**config.mk**
```make
export PLATFORM = sky130hd
export DESIGN_NAME = game_turn_controller
export DESIGN_NICKNAME = d
export VERILOG_FILES = /design/src/rtl/game_turn_controller.sv
export SDC_FILE = /design/constraint.sdc
export NUM_CORES = 1
export LEC_CHECK = 0
export CORE_ASPECT_RATIO = 1.75
export CORE_MARGIN = 1.5
export CORE_UTILIZATION = 36
export DETAILED_ROUTE_END_ITERATION = 8
export SLEW_MARGIN = 20
export SYNTH_ARGS = -nofsm -noshare
export SYNTH_HDL_FRONTEND = slang
export SYNTH_SLANG_ARGS = --single-unit
```
**constraint.sdc**
```tcl
create_clock -name clk -period 2.7 [get_ports clk]
set_input_delay 0.81 -clock clk [delete_from_list [all_inputs] [get_ports clk]]
set_output_delay 0.81 -clock clk [all_outputs]
set_load 0.01 [all_outputs]
```
**src/rtl/game_turn_controller.sv**
```systemverilog
// Turn controller for a 4x4 drop-token game: accepts a column from the
// current player, drops the token into the lowest free row, waits for the
// external winner detector to settle, then either hands the turn over or
// ends the game.
module game_turn_controller #(
  parameter int CHECK_WAIT = 2
) (
  input  logic        clk,
  input  logic        reset,
  input  logic        new_game,
  input  logic        move_valid,
  input  logic [1:0]  move_col,
  input  logic [1:0]  win_status,
  output logic        move_ready,
  output logic [15:0] game_board,
  output logic [15:0] player_cells,
  output logic        current_player,
  output logic        move_reject,
  output logic [4:0]  move_count,
  output logic        game_over,
  output logic [1:0]  result
);

  // Counter wide enough to hold CHECK_WAIT; a load of 0 or 1 samples on the
  // first CHECK cycle.
  localparam int CNT_W = (CHECK_WAIT > 1) ? $clog2(CHECK_WAIT + 1) : 1;
  localparam logic [CNT_W-1:0] WAIT_LOAD = CNT_W'(CHECK_WAIT);
  localparam logic [CNT_W-1:0] WAIT_ONE  = CNT_W'(1);
  localparam logic [4:0]       MOVES_MAX = 5'd16;

  typedef enum logic [1:0] {
    WAIT_MOVE = 2'd0,
    DROP      = 2'd1,
    CHECK     = 2'd2,
    OVER      = 2'd3
  } state_t;

  state_t           state_q, state_d;
  logic [15:0]      board_q, board_d;
  logic [15:0]      owner_q, owner_d;
  logic             player_q, player_d;
  logic [4:0]       count_q, count_d;
  logic [1:0]       result_q, result_d;
  logic [1:0]       col_q, col_d;
  logic [CNT_W-1:0] wait_q, wait_d;

  // Occupancy of the captured column, bit r = row r.
  logic [3:0] col_cells;
  logic       col_has_free;
  logic [1:0] free_row;
  logic [3:0] cell_idx;

  genvar gi;
  generate
    for (gi = 0; gi < 4; gi++) begin : g_col_view
      localparam logic [1:0] ROW = gi;
      assign col_cells[gi] = board_q[{ROW, col_q}];
    end
  endgenerate

  // Lowest empty row of the captured column; scanning downward leaves the
  // lowest one as the final assignment.
  always_comb begin
    col_has_free = 1'b0;
    free_row     = 2'd0;
    for (int r = 3; r >= 0; r--) begin
      if (!col_cells[r]) begin
        col_has_free = 1'b1;
        free_row     = 2'(r);
      end
    end
  end

  assign cell_idx = {free_row, col_q};

  // Next-state logic; new_game overrides whatever the FSM would do.
  always_comb begin
    state_d     = state_q;
    board_d     = board_q;
    owner_d     = owner_q;
    player_d    = player_q;
    count_d     = count_q;
    result_d    = result_q;
    col_d       = col_q;
    wait_d      = wait_q;
    move_reject = 1'b0;

    case (state_q)
      WAIT_MOVE: begin
        if (move_valid) begin
          col_d   = move_col;
          state_d = DROP;
        end
      end
      DROP: begin
        if (col_has_free) begin
          board_d[cell_idx] = 1'b1;
          owner_d[cell_idx] = player_q;
          if (count_q < MOVES_MAX) begin
            count_d = count_q + 5'd1;
          end
          wait_d  = WAIT_LOAD;
          state_d = CHECK;
        end else begin
          move_reject = 1'b1;
          state_d     = WAIT_MOVE;
        end
      end
      CHECK: begin
        if (wait_q > WAIT_ONE) begin
          wait_d = wait_q - WAIT_ONE;
        end else begin
          wait_d = '0;
          if (win_status != 2'b00) begin
            result_d = win_status;
            state_d  = OVER;
          end else if (count_q == MOVES_MAX) begin
            // Board full with no winner reported: declare a tie ourselves.
            result_d = 2'b11;
            state_d  = OVER;
          end else begin
            player_d = ~player_q;
            state_d  = WAIT_MOVE;
          end
        end
      end
      OVER: begin
        state_d = OVER;
      end
      default: begin
        state_d = WAIT_MOVE;
      end
    endcase

    if (new_game) begin
      state_d     = WAIT_MOVE;
      board_d     = '0;
      owner_d     = '0;
      player_d    = 1'b0;
      count_d     = '0;
      result_d    = 2'b00;
      col_d       = 2'd0;
      wait_d      = '0;
      move_reject = 1'b0;
    end
  end

  // State registers; reset abandons any move in flight with no board write.
  always_ff @(posedge clk) begin
    if (reset) begin
      state_q  <= WAIT_MOVE;
      board_q  <= '0;
      owner_q  <= '0;
      player_q <= 1'b0;
      count_q  <= '0;
      result_q <= 2'b00;
      col_q    <= 2'd0;
      wait_q   <= '0;
    end else begin
      state_q  <= state_d;
      board_q  <= board_d;
      owner_q  <= owner_d;
      player_q <= player_d;
      count_q  <= count_d;
      result_q <= result_d;
      col_q    <= col_d;
      wait_q   <= wait_d;
    end
  end

  assign move_ready     = (state_q == WAIT_MOVE);
  assign game_over      = (state_q == OVER);
  assign game_board     = board_q;
  assign player_cells   = owner_q;
  assign current_player = player_q;
  assign move_count     = count_q;
  assign result         = result_q;

endmodule

```
==> metrics.md, run 1 <==
| Metric | Value |
|---|---|
| Status | `completed` |
| Area leader, netlist | `dfxtp_1` |
| CP Cell Sequence | `mux4_1 -> nand4_1 -> nor3_1 -> dlygate4sd2_1` |
| Vias | `1716` |
| Layout cell share with drive strength beyond 1 | `0.0913` |
| Busiest layer in global routing | `met2` |
| First-pass GRT wire length | `between 8 and 9 mm` |
| Primary FF master, synth | `dfxtp_1` |
| Sw Pwr | `around 0.27 mW` |
| Remaining Overflow, GRT | `0` |
| Synthesis-stage register bit count | `46` |
| Slew @ Worst Pin | `slightly above 0.5 ns` |
| Sequential Power Share | `0.549` |
| CTS buffer count | `5` |
| Dpl cells | `310` |
| Starting density of the core | `0.370` |
| CTS Sinks | `between 40 and 50` |
| Crit path DAT | `roughly 1.8 ns` |
| Die ar. | `between 5000 and 6000 µm²` |
| Tcrit/Tclk final | `0.963` |
| Drt first pass iters | `4` |
| Avg Inst Size Synth | `between 9 and 10 µm²` |
| CP max stage delay | `0.60 ns` |
| CTS clk-pin slew, worst paths | `about 0.09 ns` |
| H-tree Lvls | `2` |
| Slew margin rel. | `0.654` |
| Sequential share of the synthesized area | `0.473` |
| PwrDens | `474 nW/µm²` |
| Die width | `58.6 µm` |
| Post-synth top cells | `46 x dfxtp_1, 29 x nor2_1, 19 x a21oi_1` |
| Final WL | `4.86 mm` |
| Max VDD drop | `0.364 mV` |
| Number of warnings issued by yosys | `0` |
| Vias in the first global route | `about 1600` |
| Final slew viol count | `0` |
| RSZ-0062 raised after global routing | `false` |
| Post-Synthesis Cells | `between 200 and 250` |
| Final Hold Viols | `0` |
| Fin crit period | `2.60 ns` |
| Worst path slowest cell | `mux4_1` |
| Fmax | `between 0.3 and 0.4 GHz` |
| Num ports | `between 50 and 60` |
| Finished Layout Cells | `about 320` |
| Area of the multi-input gates | `a little over 900 µm²` |
| Starting DRT DRC Count | `69` |
| Synth-to-Final Area Change | `36.1%` |
| # Post-CTS Setup Buffers | `0` |
| Combinational share of power | `0.048` |
| Clock insertion delay at the later pin of the skew report | `0.30 ns` |
| Layout Nets | `~270` |
| Met3 layer usage reported by global route | `0.0387` |
| PortBufs | `50` |
| Total negative slack | `0 ns` |
| Gpl congestion | `between 0.7 and 0.8` |
| Clock buffer depth | `2` |
| Met1 usage | `0.202` |
| Count leader, synth | `dfxtp_1` |
| Synthesized cell area | `1950 µm²` |
| Final total power | `~1.3 mW` |
| Int Power | `slightly below 1 mW` |
| Core area | `5260 µm²` |
| Post-synthesis async set-or-reset flop share | `0` |
| Routed len/inst | `15.3 µm` |
| Crit path required time | `roughly 1.9 ns` |
| # fillers | `around 520` |
| Met2 GRT Util | `0.316` |
| Drt via density | `between 5 and 6` |
| Largest net degree at the start of global routing | `24` |
| Post-synth cell types | `39` |
| Final ANT Viol Nets | `0` |
| Max_cap viols | `0` |
| Die Y-Extent | `approximately 100 µm` |
| CTS tree | `done` |
| Post-synth EDFFs | `0` |
| Initial antenna violation count | `0` |
| Synth area leaders | `dfxtp_1 47%, mux2i_1 7.2%, nor2_1 5.6%, a21oi_1 4.9%, mux4_1 2.7%` |
| Register area | `slightly above 900 µm²` |
| ANT cells | `0` |
| Clock power share | `0.403` |
| Crit end category | `output port` |
| Hold_buf cts | `0` |
| Final Skew | `0.00937 ns` |
| Setup-failing EPs final | `0` |
| # DRC | `0` |
| Top delay family on crit path | `multiplexers` |
| Switching part of the total | `0.213` |
| Crit path launch type | `flip-flop` |
| Crit path buf inv count | `1` |
| Leak pwr | `0.910 nW` |
| Top cell type's share of synthesized area | `0.473` |
| Post-Syn Nets | `218` |
| CP Class | `reg2out` |
| Critical Path Fanout Max | `11` |
| Gr usage total | `0.178` |
| Hold Crit Class | `reg2reg` |
| Dpl hpwl | `3.58 mm` |
| Root buffer cell | `clkbuf_8` |
| # rows | `35` |
## cells by family after synthesis
group                      synth area share
adders and majority gates            0.0129
xor gates and xnor gates            0.00900
DFF                                   0.473
AOI/OAI and AO/OA                     0.119
muxes                                 0.122
and+or+nand+nor                       0.214
buffers and inverters                0.0502
## power by group through the flow
stage	clock network, mW	registers, mW	logic [mW]
CTS	0.519	0.689	0.0611
finish	0.506	0.689	0.0608
global route	0.541	0.690	0.0666
detailed placement	0	0.706	0.0609
floorplan	0	0.701	0.0372
global placement	0	0.705	0.0608
## placed cells by master, fill, tap and decap left out, types with 5 or more instances in the layout
cell,synthesis,layout
buf_4,0,7
a21oi_1,19,19
mux2i_1,14,14
nand3_1,5,5
clkdlybuf4s50_1,0,49
nor3_1,8,8
clkbuf_8,0,5
dfxtp_1,46,44
inv_1,13,13
nand2_1,13,13
o21ai_0,6,6
nor2_1,29,29
## metal layers
layer  routed length (µm)  up-vias
li1                     -      842
met1                 1970      823
met2                 2590       42
met3                  204        9
met4                   96        0
met5                    0        -
## final cells by class
class | instances | share of cell area
multi-input cells | 138 | 0.350
flip-flops and latches | 46 | 0.350
repair buffers | 58 | 0.216
clock buffers | 7 | 0.0288
well taps | 55 | 0.0260
inverters | 13 | 0.0184
clock inverters | 1 | 0.0113
## metrics by stage
stage | utilization | area [µm²] | worst slack [ns] | hold WS (ns)
after floorplan | - | 1950 | 0.516 | 0.439
final | 0.504 | 2650 | 0.101 | 0.464
after CTS | 0.504 | 2650 | 0.0957 | 0.469
after global routing | 0.504 | 2650 | 0.0443 | 0.481
after detailed placement | 0.483 | 2540 | -0.119 | 0.448
after global placement | 0.483 | 2540 | -0.0877 | 0.449
## flip-flops by register name, summed over array words and instances (netlist names)
name / flops
col_q: 2
state_q: 2
wait_q: 2
current_player: 1
move_count: 5
game_board: 16
player_cells: 16
result: 2
## path summary, 6_finish.rpt
check,startpoint,to,slack (ns),cells past startpoint
max,col_q[0],move_reject,0.10,4
min,wait_q[0],wait_q[0],0.46,1
max reg2reg,col_q[0],player_cells[11],0.51,5
min reg2reg,wait_q[0],wait_q[0],0.46,1
## what timing repair did
| action | in CTS | in global routing |
|---|---|---|
| setup endpoints to repair | 1 | 0 |
| gates resized for setup | 4 | 0 |
| endpoints found under the hold margin | 0 | 0 |
No activity file was read; power rests on OpenSTA's default activity.
==> inputs of run 2 (changes only) <==
Settings changed: GPL_ROUTABILITY_DRIVEN set to 0, SLEW_MARGIN 20 to unset.
Clock period 2.7 ns to 3.09 ns, I/O delays scaled along.
==> run 2 against run 1 <==
Net effect: via count decreased by 2.6%; global-route usage fell by 0.62 points; combinational power decreased by 18%; register-to-register slack improved by 0.29 ns; sequential share of layout area rose by 0.80 points; cell count decreased by 1.3%; clock skew is 0.0057 ns lower; first-iteration DRC count fell by 67%; die area is the same; critical endpoint unchanged.
==> metrics.md, run 2 (synthesis gave the netlist of run 1 again) <==
| Metric | Value |
|---|---|
| Final Skew | `0.00364 ns (-0.00573 ns)` |
| Status | `completed` |
| Starting density of the core | `0.370 (unchanged)` |
| Fmax | `0.330 GHz` |
| Vias in the first global route | `1620 (-0.92%)` |
| Util after Layout | `0.491 (-0.0126)` |
| Crit path DAT | `2.11 ns (+0.32 ns)` |
| Clock insertion delay at the later pin of the skew report | `0.29 ns (about the same)` |
| Vias | `1672 (-2.6%)` |
| Routed len/inst | `15.2 µm (-0.64%)` |
| Final ANT Viol Nets | `0 (unchanged)` |
| Register area | `923 µm² (-0.27%)` |
| Max VDD drop | `0.349 mV (-4.1%)` |
| Max_cap viols | `0 (unchanged)` |
| CTS buffer count | `5 (unchanged)` |
| Tcrit/Tclk final | `0.982` |
| Final Instance Area | `2580 µm² (-2.5%)` |
| Crit path required time | `2.16 ns (+0.27 ns)` |
| Largest net degree at the start of global routing | `37 (+54%)` |
| CP Class | `in2out` |
| ANT cells | `0 (unchanged)` |
| Final slew viol count | `0 (unchanged)` |
| Setup-failing EPs final | `0 (unchanged)` |
| PwrDens | `386 nW/µm² (-19%)` |
| Num ports | `51 (unchanged)` |
| Drt first pass iters | `4 (unchanged)` |
| CTS clk-pin slew, worst paths | `0.08 ns (about the same)` |
| Dpl ws | `0.0635 ns (+0.183 ns)` |
| Area of the multi-input gates | `927 µm² (unchanged)` |
| Dpl hpwl | `3.56 mm (-0.48%)` |
| Slew @ Worst Pin | `0.704 ns (+0.191 ns)` |
| Hold_buf cts | `0 (unchanged)` |
| Fin crit period | `about 3.0 ns` |
| Crit end category | `output port` |
| Die width | `58.6 µm (unchanged)` |
| Final total power | `0.996 mW (-21%)` |
| Most frequent cells in the layout | `50 x clkdlybuf4s50_1, 44 x dfxtp_1, 29 x nor2_1, 19 x a21oi_1, 14 x mux2i_1` |
| First-pass GRT wire length | `7.78 mm (-3.2%)` |
| Hold Crit Class | `reg2reg` |
| Starting DRT DRC Count | `23 (-67%)` |
| Gr usage total | `0.172 (-0.00621)` |
| # Post-CTS Setup Buffers | `0 (unchanged)` |
| CTS tree | `done` |
| RSZ-0062 raised after global routing | `false` |
| Remaining Overflow, GRT | `0 (unchanged)` |
| Most used cell, CP | `clkdlybuf4s50_1` |
| Layout cell share with drive strength beyond 1 | `0.0772 (-0.0140)` |
| CTS Sinks | `46 (unchanged)` |
| PortBufs | `50 (unchanged)` |
| Commonest non-fill, non-tap cell in the layout | `clkdlybuf4s50_1` |
| Worst path slowest cell | `clkdlybuf4s50_1` |
| Synth-to-Final Area Change | `32.7%` |
| Initial antenna violation count | `0 (unchanged)` |
| Die Y-Extent | `100 µm (unchanged)` |
| Crit path launch type | `input pin` |
| Total negative slack | `0 ns (unchanged)` |
| CP max stage delay | `0.56 ns (-0.04 ns)` |
| Final WL | `4.77 mm (-1.9%)` |
| Critical Path Fanout Max | `3 (-8)` |
| Placed inst area | `2500 µm² (-1.4%)` |
| CP Cell Sequence | `clkdlybuf4s50_1 -> nor3_1 -> clkdlybuf4s50_1` |
| Core area | `5260 µm² (unchanged)` |
| Die ar. | `5870 µm² (unchanged)` |
| Drt via density | `5.32 (-1.3%)` |
| Worst setup margin | `0.0558 ns (-0.0453 ns)` |
| Layout Nets | `269 (-1.1%)` |
| Post_cts resized | `0 (-4)` |
| Clock buffer depth | `2 (unchanged)` |
| Leak pwr | `0.870 nW (-4.4%)` |
| Slew margin rel. | `0.531 (-0.123)` |
| # rows | `35 (unchanged)` |
| H-tree Lvls | `2 (unchanged)` |
| # fillers | `508 (-1.9%)` |
| # DRC | `0 (unchanged)` |
| Root buffer cell | `clkbuf_8` |
| Final Hold Viols | `0 (unchanged)` |
-- run 2: final timing paths --
path / startpoint / end / slack (ns) / cells past startpoint
setup / recovery: new_game / move_reject / 0.06 / 3
hold / removal: player_cells[14] / player_cells[14] / 0.47 / 2
setup reg to reg: col_q[0] / player_cells[11] / 0.80 / 5
hold reg to reg: player_cells[14] / player_cells[14] / 0.47 / 2
-- run 2: area by class of cell --
| cell class | instances | share of cell area |
|---|---|---|
| clock buffers | 7 | 0.0296 |
| inverters | 13 | 0.0189 |
| multi-input cells | 138 | 0.359 |
| flip-flops and latches | 46 | 0.358 |
| well taps | 55 | 0.0266 |
| repair buffers | 55 | 0.208 |
-- run 2: worst max-delay path: cells and delay by family --
family	cells	cell delay, ns
simple gates	1	0.19
buf+inv	2	0.99
-- run 2: report_power, final --
group	leakage [nW]	internal [mW]	switching [mW]
Sequential	0.372	0.595	0.00649
Combinational	0.460	0.0238	0.0263
Clock	0.0383	0.156	0.188
Total	0.870	0.775	0.221
-- run 2: through the flow --
step                      hold slack (ns)  std cells
after floorplan                     0.439        208
after global routing                0.490        314
after CTS                           0.473        314
final                               0.465        314
after detailed placement            0.458        307
after global placement              0.449        307
-- run 2: per-layer routing --
layer / wire [µm] / track usage / part of all wire / vias to the layer above
met5: 0 / 0 / 0 / -
met4: 71 / 0.0577 / 0.015 / 0
met3: 169 / 0.0309 / 0.035 / 7
met2: 2590 / 0.321 / 0.54 / 36
met1: 1940 / 0.188 / 0.41 / 791
li1: - / - / - / 838
